## src/rtl/armedf_bus_pkg.sv

```systemverilog
// Shared definitions for the 68000/Z80 bus decoder: FSM state encoding,
// region entry layout and the per-PCB default maps the boot loader writes.
package armedf_bus_pkg;

    typedef enum logic [2:0] {
        ST_IDLE = 3'd0,
        ST_WAIT = 3'd1,
        ST_ACK  = 3'd2,
        ST_MISS = 3'd3,
        ST_BERR = 3'd4
    } bus_state_t;

    // Field layout of one table entry as seen by the loader (68000 side widths).
    localparam int PCB_ADDR_W  = 24;
    localparam int PCB_WAIT_W  = 4;
    localparam int PCB_REGIONS = 4;

    typedef struct packed {
        logic                  en;
        logic [PCB_ADDR_W-1:0] rstart;
        logic [PCB_ADDR_W-1:0] rend;
        logic [PCB_WAIT_W-1:0] rwait;
    } region_t;

    typedef region_t pcb_map_t [PCB_REGIONS];

    // Default maps: program ROM, work RAM, video/palette RAM, I/O.
    localparam pcb_map_t TERRAF_MAP = '{
        '{1'b1, 24'h000000, 24'h04FFFF, 4'd0},
        '{1'b1, 24'h060000, 24'h0603FF, 4'd0},
        '{1'b1, 24'h064000, 24'h064FFF, 4'd1},
        '{1'b1, 24'h07C000, 24'h07C00F, 4'd2}
    };
    localparam pcb_map_t ARMEDF_MAP = '{
        '{1'b1, 24'h000000, 24'h05FFFF, 4'd0},
        '{1'b1, 24'h060000, 24'h063FFF, 4'd0},
        '{1'b1, 24'h068000, 24'h069FFF, 4'd1},
        '{1'b1, 24'h06C000, 24'h06C00F, 4'd2}
    };
    localparam pcb_map_t LEGIONJB_MAP = '{
        '{1'b1, 24'h000000, 24'h04FFFF, 4'd0},
        '{1'b1, 24'h060000, 24'h063FFF, 4'd0},
        '{1'b1, 24'h074000, 24'h074FFF, 4'd1},
        '{1'b1, 24'h07C000, 24'h07C00F, 4'd2}
    };
    localparam pcb_map_t KOZURE_MAP = '{
        '{1'b1, 24'h000000, 24'h05FFFF, 4'd0},
        '{1'b1, 24'h060000, 24'h063FFF, 4'd0},
        '{1'b1, 24'h068000, 24'h069FFF, 4'd1},
        '{1'b1, 24'h07C000, 24'h07C00F, 4'd2}
    };
    localparam pcb_map_t BIGFGHTR_MAP = '{
        '{1'b1, 24'h000000, 24'h07FFFF, 4'd0},
        '{1'b1, 24'h080000, 24'h0805FF, 4'd0},
        '{1'b1, 24'h08D000, 24'h08DFFF, 4'd1},
        '{1'b1, 24'h08E000, 24'h08E00F, 4'd2}
    };

endpackage

```

## src/rtl/m68k_bus_decoder_region_match.sv

```systemverilog
// Combinational region lookup: all entries compared in parallel, lowest
// matching index wins. Entries with start > end can never match.
module region_match #(
    parameter int N_REGIONS = 16,
    parameter int ADDR_W    = 24,
    parameter int IDX_W     = 4
) (
    input  logic [ADDR_W-1:0]                 addr,
    input  logic [N_REGIONS-1:0]              en,
    input  logic [N_REGIONS-1:0][ADDR_W-1:0]  rstart,
    input  logic [N_REGIONS-1:0][ADDR_W-1:0]  rend,
    output logic                              hit,
    output logic [IDX_W-1:0]                  idx
);

    // Scan high-to-low so the last assignment is the lowest matching index.
    always_comb begin
        hit = 1'b0;
        idx = '0;
        for (int i = N_REGIONS - 1; i >= 0; i--) begin
            if (en[i] && (addr >= rstart[i]) && (addr <= rend[i])) begin
                hit = 1'b1;
                idx = IDX_W'(i);
            end
        end
    end

endmodule

```

## src/rtl/m68k_bus_decoder.sv

```systemverilog
// Run-time programmable bus decoder: region table, registered one-hot chip
// selects, DTACK with per-region wait states and bus-error timeout.
module m68k_bus_decoder
    import armedf_bus_pkg::*;
#(
    parameter int N_REGIONS   = 16,
    parameter int ADDR_W      = 24,
    parameter int WAIT_W      = 4,
    parameter int TIMEOUT_CYC = 64,
    localparam int IDX_W = (N_REGIONS > 1) ? $clog2(N_REGIONS) : 1,
    localparam int TO_W  = $clog2(TIMEOUT_CYC),
    localparam int CNT_W = (WAIT_W > TO_W) ? WAIT_W : TO_W
) (
    input  logic                 clk_sys,
    input  logic                 reset,
    input  logic                 cfg_we,
    input  logic [IDX_W-1:0]     cfg_idx,
    input  logic                 cfg_en,
    input  logic [ADDR_W-1:0]    cfg_start,
    input  logic [ADDR_W-1:0]    cfg_end,
    input  logic [WAIT_W-1:0]    cfg_wait,
    input  logic [ADDR_W-1:0]    m68k_a,
    input  logic                 m68k_as_n,
    output logic [N_REGIONS-1:0] cs_vec,
    output logic [IDX_W-1:0]     hit_idx,
    output logic                 dtack_n,
    output logic                 berr_n,
    output logic                 busy
);

    logic [N_REGIONS-1:0]             en_q;
    logic [N_REGIONS-1:0][ADDR_W-1:0] start_q;
    logic [N_REGIONS-1:0][ADDR_W-1:0] end_q;
    logic [N_REGIONS-1:0][WAIT_W-1:0] wait_q;

    bus_state_t           state_q;
    logic                 as_q;
    logic [CNT_W-1:0]     cnt_q;
    logic [N_REGIONS-1:0] cs_vec_q;
    logic [IDX_W-1:0]     hit_idx_q;
    logic                 dtack_n_q;
    logic                 berr_n_q;

    logic                 match_hit;
    logic [IDX_W-1:0]     match_idx;

    // Region table; cleared on reset so the loader must reprogram it.
    always_ff @(posedge clk_sys) begin
        if (reset) begin
            en_q    <= '0;
            start_q <= '0;
            end_q   <= '0;
            wait_q  <= '0;
        end else if (cfg_we && (int'(cfg_idx) < N_REGIONS)) begin
            en_q[cfg_idx]    <= cfg_en;
            start_q[cfg_idx] <= cfg_start;
            end_q[cfg_idx]   <= cfg_end;
            wait_q[cfg_idx]  <= cfg_wait;
        end
    end

    region_match #(
        .N_REGIONS (N_REGIONS),
        .ADDR_W    (ADDR_W),
        .IDX_W     (IDX_W)
    ) u_match (
        .addr   (m68k_a),
        .en     (en_q),
        .rstart (start_q),
        .rend   (end_q),
        .hit    (match_hit),
        .idx    (match_idx)
    );

    // Bus-cycle FSM; the address is looked at only on the AS falling edge,
    // and every output is a register so selects are glitch-free.
    always_ff @(posedge clk_sys) begin
        if (reset) begin
            state_q   <= ST_IDLE;
            as_q      <= 1'b0;
            cnt_q     <= '0;
            cs_vec_q  <= '0;
            hit_idx_q <= '0;
            dtack_n_q <= 1'b1;
            berr_n_q  <= 1'b1;
        end else begin
            as_q <= m68k_as_n;
            case (state_q)
                ST_IDLE: begin
                    if (as_q && !m68k_as_n) begin
                        if (match_hit) begin
                            cs_vec_q  <= N_REGIONS'(1) << match_idx;
                            hit_idx_q <= match_idx;
                            cnt_q     <= CNT_W'(wait_q[match_idx]);
                            state_q   <= ST_WAIT;
                        end else begin
                            cnt_q   <= '0;
                            state_q <= ST_MISS;
                        end
                    end
                end
                ST_WAIT: begin
                    if (m68k_as_n) begin
                        cs_vec_q <= '0;
                        state_q  <= ST_IDLE;
                    end else if (cnt_q == '0) begin
                        dtack_n_q <= 1'b0;
                        state_q   <= ST_ACK;
                    end else begin
                        cnt_q <= cnt_q - CNT_W'(1);
                    end
                end
                ST_ACK: begin
                    if (m68k_as_n) begin
                        cs_vec_q  <= '0;
                        dtack_n_q <= 1'b1;
                        state_q   <= ST_IDLE;
                    end
                end
                ST_MISS: begin
                    if (m68k_as_n) begin
                        state_q <= ST_IDLE;
                    end else if (cnt_q == CNT_W'(TIMEOUT_CYC - 1)) begin
                        berr_n_q <= 1'b0;
                        state_q  <= ST_BERR;
                    end else begin
                        cnt_q <= cnt_q + CNT_W'(1);
                    end
                end
                ST_BERR: begin
                    if (m68k_as_n) begin
                        berr_n_q <= 1'b1;
                        state_q  <= ST_IDLE;
                    end
                end
                default: state_q <= ST_IDLE;
            endcase
        end
    end

    assign cs_vec  = cs_vec_q;
    assign hit_idx = hit_idx_q;
    assign dtack_n = dtack_n_q;
    assign berr_n  = berr_n_q;
    assign busy    = (state_q != ST_IDLE);

endmodule

```

## config.mk

```make
export PLATFORM = sky130hd
export DESIGN_NAME = m68k_bus_decoder
export DESIGN_NICKNAME = d
export VERILOG_FILES = /design/src/rtl/armedf_bus_pkg.sv /design/src/rtl/m68k_bus_decoder_region_match.sv /design/src/rtl/m68k_bus_decoder.sv
export SDC_FILE = /design/constraint.sdc
export NUM_CORES = 2
export LEC_CHECK = 0
export ABC_AREA = 1
export BUFFER_PORTS_ARGS = -buffer_cell sky130_fd_sc_hd__clkbuf_2
export CORE_AREA = 2 2 303 305
export CTS_CLUSTER_DIAMETER = 30
export DETAILED_ROUTE_END_ITERATION = 10
export DIE_AREA = 0 0 305 307
export PLACE_DENSITY = 0.71
export SLEW_MARGIN = 5
export SYNTH_ARGS = -nofsm -noshare
export SYNTH_HDL_FRONTEND = slang
export SYNTH_SLANG_ARGS = --single-unit
```

## constraint.sdc

```tcl
create_clock -name clk_sys -period 8.6 [get_ports clk_sys]
set_input_delay 0.86 -clock clk_sys [delete_from_list [all_inputs] [get_ports clk_sys]]
set_output_delay 0.86 -clock clk_sys [all_outputs]
set_load 0.05 [all_outputs]
```

# [After elaboration in Yosys (flattened, before gate mapping)]
# Cells that the tools add are included.
# Widths: inputs -> output; s select.
[op_classes] shifts=1 n_eq_ne=19 order_cmp=35 mux=70 addsub=2 n_reduce_logical=50
[op_table] op="$bwmux 384" count=2
[op_table] op="$ge 24x24->1" count=16
[op_table] op="$le 24x24->1" count=16
[op_table] op="$demux 24 s4" count=1
[op_table] op="$mux 4" count=19
[op_table] op="$bwmux 64" count=1
[op_table] op="$mux 16" count=3
[op_table] op="$logic_and 1x1->1" count=34
[op_table] op="$pmux 16 s2" count=1
[op_table] op="$mux 6" count=5
[op_table] op="$mux 24" count=1
[op_table] op="$mux 1" count=22
[op_table] op="$ne 2x2->1 const B" count=10
[op_table] op="$mux 3" count=6
[op_table] op="$pmux 6 s3" count=1
[op_table] op="$bmux 4 s4" count=1
[op_table] op="$bwmux 16" count=1
[op_table] op="$demux 4 s4" count=1
[op_table] op="$reduce_and 4->1" count=4
[op_table] op="$shl 1x4->16 const A" count=1
[op_table] op="$pmux 3 s4" count=1
[op_table] op="$lt 4x5->1 const B" count=2
[op_table] op="$add 6x1->6 const B" count=1
[op_table] op="$eq 3x2->1 const B" count=2
[op_table] op="18 further kinds" count=25
[word_totals] word_cells=233 out_inout_bits=23 in_bits=85 register_bits=880

# [Logic depth before layout (Yosys ltp)]
[depth] depth_word=24 mapped_depth=36 mapped_depth_nobuf=36

# [Hierarchy]
# Synthesis repeated with hierarchy kept, for this count alone.
[unflattened] cells_unflattened=7247 hier_area_um2=51376.8
[by_module_without_submodules] mod="m68k_bus_decoder" n_inst=1 area_each_um2=31446.4 cells_per_inst=4153 seq_area_each_um2=17616.9
[by_module_without_submodules] mod="region_match" n_inst=1 area_each_um2=19930.4 cells_per_inst=3094 seq_area_each_um2=0.0

# [Worst setup path after synthesis]
# No wires, ideal clock.
[synth_timing] kind="input to register" start="in m68k_a[0]" end="reg cnt_q[2]" setup_ns=0.132 required_ns=8.468 path_buffers=1 t_arrival_ns=3.656 path_slack_ns=4.812 path_stages=31 path_cell_list="inv_1 > ha_1 > nand3_1 > nand3_1 > nor2_1 > nor2_1 > nor2_1 > nor2_1 > nand2_1 > nand2_1 > nand2_1 > nand2_1 > nand2_1 > nand2_1 > nand2_1 > nand2_1 > nand2_1 > nand2_1 > nand2_1 > nand2_1 > nand2_1 > nand2_2 > nand2_4 > nand2_8 > buf_4 > o21ai_0 > nand2_1 > nand3_1 > nand3_1 > nand3_1 > a21oi_1"
[synth_between] elab_chain_len=24 word_cells_on_any_way=101 classes_between="order compare (32); mux (37); reduce/logical (32)"
[synth_lines] element="start: declaration" line_no="m68k_bus_decoder.sv:22" rtl="input logic [ADDR_W-1:0] m68k_a,"
[synth_lines] element="$ge 24x24->1" line_no="m68k_bus_decoder_region_match.sv:21" rtl="if (en[i] && (addr >= rstart[i]) && (addr <= rend[i])) begin"
[synth_lines] element="$logic_and 1x1->1 (2 in series)" line_no="m68k_bus_decoder_region_match.sv:21"
[synth_lines] element="$mux 4 (16 in series)" line_no="m68k_bus_decoder_region_match.sv:21"
[synth_lines] element="$bmux 4 s4" line_no="m68k_bus_decoder.sv:94" rtl="cnt_q <= CNT_W'(wait_q[match_idx]);"
[synth_lines] element="$mux 4 (not written as such)" line_no="m68k_bus_decoder.sv:94"
[synth_lines] element="$mux 4 *" line_no="m68k_bus_decoder.sv:91" rtl="if (match_hit) begin"
[synth_lines] element="$mux 6 *" line_no="m68k_bus_decoder.sv:90" rtl="if (as_q && !m68k_as_n) begin"
[synth_lines] element="$pmux 6 s3 *" line_no="m68k_bus_decoder.sv:88" rtl="case (state_q)"
[synth_lines] element="end signal: assignment" line_no="m68k_bus_decoder.sv:94"
[synth_lines] element="end signal: assignment" line_no="m68k_bus_decoder.sv:110" rtl="cnt_q <= cnt_q - CNT_W'(1);"
[synth_lines] element="end signal: assignment" line_no="m68k_bus_decoder.sv:127" rtl="cnt_q <= cnt_q + CNT_W'(1);"
[synth_lines] element="end: declaration" line_no="m68k_bus_decoder.sv:38" rtl="logic [CNT_W-1:0] cnt_q;"
# Every way passes the cells marked *; elsewhere a longest branch is shown, timed or not. The select of a mux whose other input is x is not followed.
# A chain may end at the register's enable or synchronous reset.

# [Worst setup path in the final report]
[layout_timing] start="in m68k_a[23]" end="reg cnt_q[1]"
# The elaborated chain is that of the path after synthesis.

==> qor.json <==
{
  "status": "complete, no violations",
  "detail_route.vias_per_cell": 5.70,
  "die_w_um": 305,
  "first_pass_iters": 6,
  "crit_path_start_kind": "input pin",
  "synth_area_per_cell_um2": 7.62,
  "cts.reportedPaths.clkPinSlew_ns": 0.05,
  "post_cts_resized": 0,
  "detailed_place_hpwl_um": 99400,
  "portion_of_synthesized_cell_area_occupied_by_the_leading_cell_type_pct": 35.8,
  "max_slew_margin_pct": 12.0,
  "main_area_contributors_after_synthesis": "sky130_fd_sc_hd__dfxtp_1, sky130_fd_sc_hd__ha_1, sky130_fd_sc_hd__a21oi_1, sky130_fd_sc_hd__o21ai_0, sky130_fd_sc_hd__inv_1",
  "drc_errors": 0,
  "skew_ns": 0.0222,
  "fmax_mhz": 196,
  "totalPowerFinal_uw": 13700,
  "crit_type": "input pin to flip-flop",
  "detail-route-antenna-nets": 0,
  "pin_count_of_the_biggest_net_entering_global_routing": 272,
  "cp.arrival_ns": 5.71,
  "drive_gt1_share_pct": 8.07,
  "drtIter0Drc": 3893,
  "post_synth_inst_count": 6457,
  "grt_first_pass_wirelength_um": 239000,
  "globalRouteMet3Util_pct": 5.65,
  "synth.ff_latch_count": 880,
  "placed_cells_incl_taps": 7468,
  "fin_crit_sh_pct": 59.2,
  "cts-htree-levels": 4,
  "placementRows": 111,
  "overflow": 0,
  "clock_tree.buffer_depth": 3,
  "ys.warnings.count": 0,
  "syn-num-nets": 7315,
  "worst_ep_required_time_ns": 9.22,
  "fin_worst_hold_slack_ns": 0.442,
  "path_common_cell": "sky130_fd_sc_hd__nand3_1",
  "detail_route.wl_per_cell_um": 20.0,
  "finalSetupViolCount": 0,
  "critical_path.max_stage_delay_ns": 0.90,
  "most-common-layout-cells": "sky130_fd_sc_hd__a21oi_1, sky130_fd_sc_hd__inv_1, sky130_fd_sc_hd__o21ai_0, sky130_fd_sc_hd__dfxtp_1, sky130_fd_sc_hd__ha_1",
  "numCtsBuffers": 197,
  "worst_slew_pin_slew_ns": 1.32,
  "finalHoldViolCount": 0,
  "final.min_clock_period_ns": 5.09,
  "path_cells": "clkbuf_2 > buf_4 > ha_1 > nand2_1 > inv_1 > nand3_1 > nor3_1 > nand3_1 > o41ai_1 > nand3_1 > nand2_1 > inv_1 > a21oi_2 > nand2_4 > inv_1 > nand2_1 > nand3b_1 > nand3_1 > nand3_1 > a21oi_1",
  "grt.met1_usage_pct": 41.7,
  "total_leakage_power_uw": 0.0235,
  "worstHoldPathType": "input pin to flip-flop",
  "synth_async_sr_flop_share_pct": 0,
  "area.growth.synth_to_final_pct": 17.0,
  "core-area_um2": 90700,
  "cpMaxStageDelayCell": "sky130_fd_sc_hd__o41ai_1",
  "timing.critical_path.buf_inv": 5,
  "netlist.top_cell.by_area": "sky130_fd_sc_hd__dfxtp_1",
  "mostFrequentLayoutCell": "sky130_fd_sc_hd__a21oi_1",
  "placement.io_buffers": 107,
  "syn-cell-area_um2": 49200,
  "globalRoute.busiestLayer": "met2",
  "worstSkewPairLatency_ns": 0.77,
  "floorplan.initialDensity_pct": 54.2,
  "synth_top_flop_cell": "sky130_fd_sc_hd__dfxtp_1",
  "cts_tree": "yes",
  "vdd_ir_drop_max_mv": 0.209,
  "synth_cell_types": 52,
  "dr_total_vias": 44687,
  "setup_tns_ns": 0,
  "finish.cell_count_without_fillers": 7835,
  "number_of_sinks_on_the_clock_net": 880,
  "cts_hold_repair.buffers": 0,
  "totalWireLength_um": 156000,
  "rsz_0062_raised_after_global_routing": "no",
  "number_of_nets_in_the_layout": 7339,
  "design.die.area_um2": 93600,
  "power_per_cell_area_nw_per_um2": 239,
  "timing.max_cap.violations": 0,
  "die-height_um": 307,
  "post_cts.repair.setup_buffers": 0,
  "final_core_utilization_pct": 63.4,
  "gr-usage-all-layers_pct": 32.8,
  "timing_max_transition_violations_final": 0,
  "first_global_vias": 41949,
  "worst_path_dominant_cell_family": "simple AND/OR/NAND/NOR gates",
  "grt_antenna_before_repair": 12,
  "finalWeightedCongestion": 0.901,
  "cts_root_buf": "sky130_fd_sc_hd__clkbuf_16",
  "number_of_flops_mapped_to_enable_cells_by_yosys": 0,
  "cp-end-kind": "flip-flop",
  "ys_seq_area_share_pct": 35.8,
  "worst-path-max-fanout": 32,
  "use_met2_pct": 53.2,
  "num_io_pins": 108
}
[cell usage after synthesis, drive strengths merged, types with 21 or more instances]
master and count:
a21oi 1157, clkbuf 326, dfxtp 880, ha 772, inv 991, nand2 614
nand3 140, nand4 95, nor2 315, nor3 50, o21a 21, o21ai 950
o221ai 21
[through the flow]
step	instance area, um2	setup WS [ns]
after floorplan	49200	4.81
after global placement	50400	2.86
after detailed placement	50400	2.87
after CTS	57500	3.62
after global routing	57500	3.29
final	57500	3.51
[flip-flops by register name, summed over array words and instances (netlist names)]
register	flops
as_q	1
berr_n	1
cnt_q	6
cs_vec	16
dtack_n	1
en_q	16
end_q	384
hit_idx	4
start_q	384
state_q	3
wait_q	64
[layout make-up]
cell class,count,area (um2)
Tap cell,1186,1480
Clock buffer,256,5530
Timing Repair Buffer,164,988
Inverter,991,3730
Clock inverter,104,1610
Multi-Input combinational cell,4247,26600
Fill cell,7767,33200
Sequential cell,880,17600
Antenna cell,7,17.5
[tightest hold or removal path, stage by stage]
cell                       delay (ns)
sky130_fd_sc_hd__clkbuf_2        0.15
sky130_fd_sc_hd__o32ai_1         0.11
sky130_fd_sc_hd__nand2_1         0.05
[worst paths after layout]
check | from | end | slack (ns) | cells after the start
min | m68k_as_n | berr_n$_SDFFE_PP1P_ | 0.44 | 3
max | m68k_a[23] | cnt_q[1]$_SDFFE_PP0P_ | 3.51 | 20
max reg2reg | end_q[95]$_SDFFE_PP0P_ | cnt_q[1]$_SDFFE_PP0P_ | 3.78 | 19
min reg2reg | start_q[288]$_SDFFE_PP0P_ | start_q[288]$_SDFFE_PP0P_ | 0.45 | 2
[cells by family after synthesis]
kind of cell    after synthesis  synth area share, %
buf+inv                    1330                 10.2
flops                       880                 35.8
xor+xnor                      4               0.0712
fa+ha+maj                   773                 19.7
simple gates               1229                 10.6
compound gates             2241                 23.6
[where the power goes]
group | switching (uW) | internal, uW
registers | 46.4 | 4200
clock network | 2440 | 5590
logic | 1010 | 465
[metal layers]
metal  vias to the layer above  wire [um]  share of wire (%)
li1                      21972          -                  -
met1                     20809      65700                 42
met2                      1548      70300                 45
met3                       352      12300                7.9
met4                         6       8150                5.2
met5                         -         36              0.023
(Power assumes the default switching activity.)
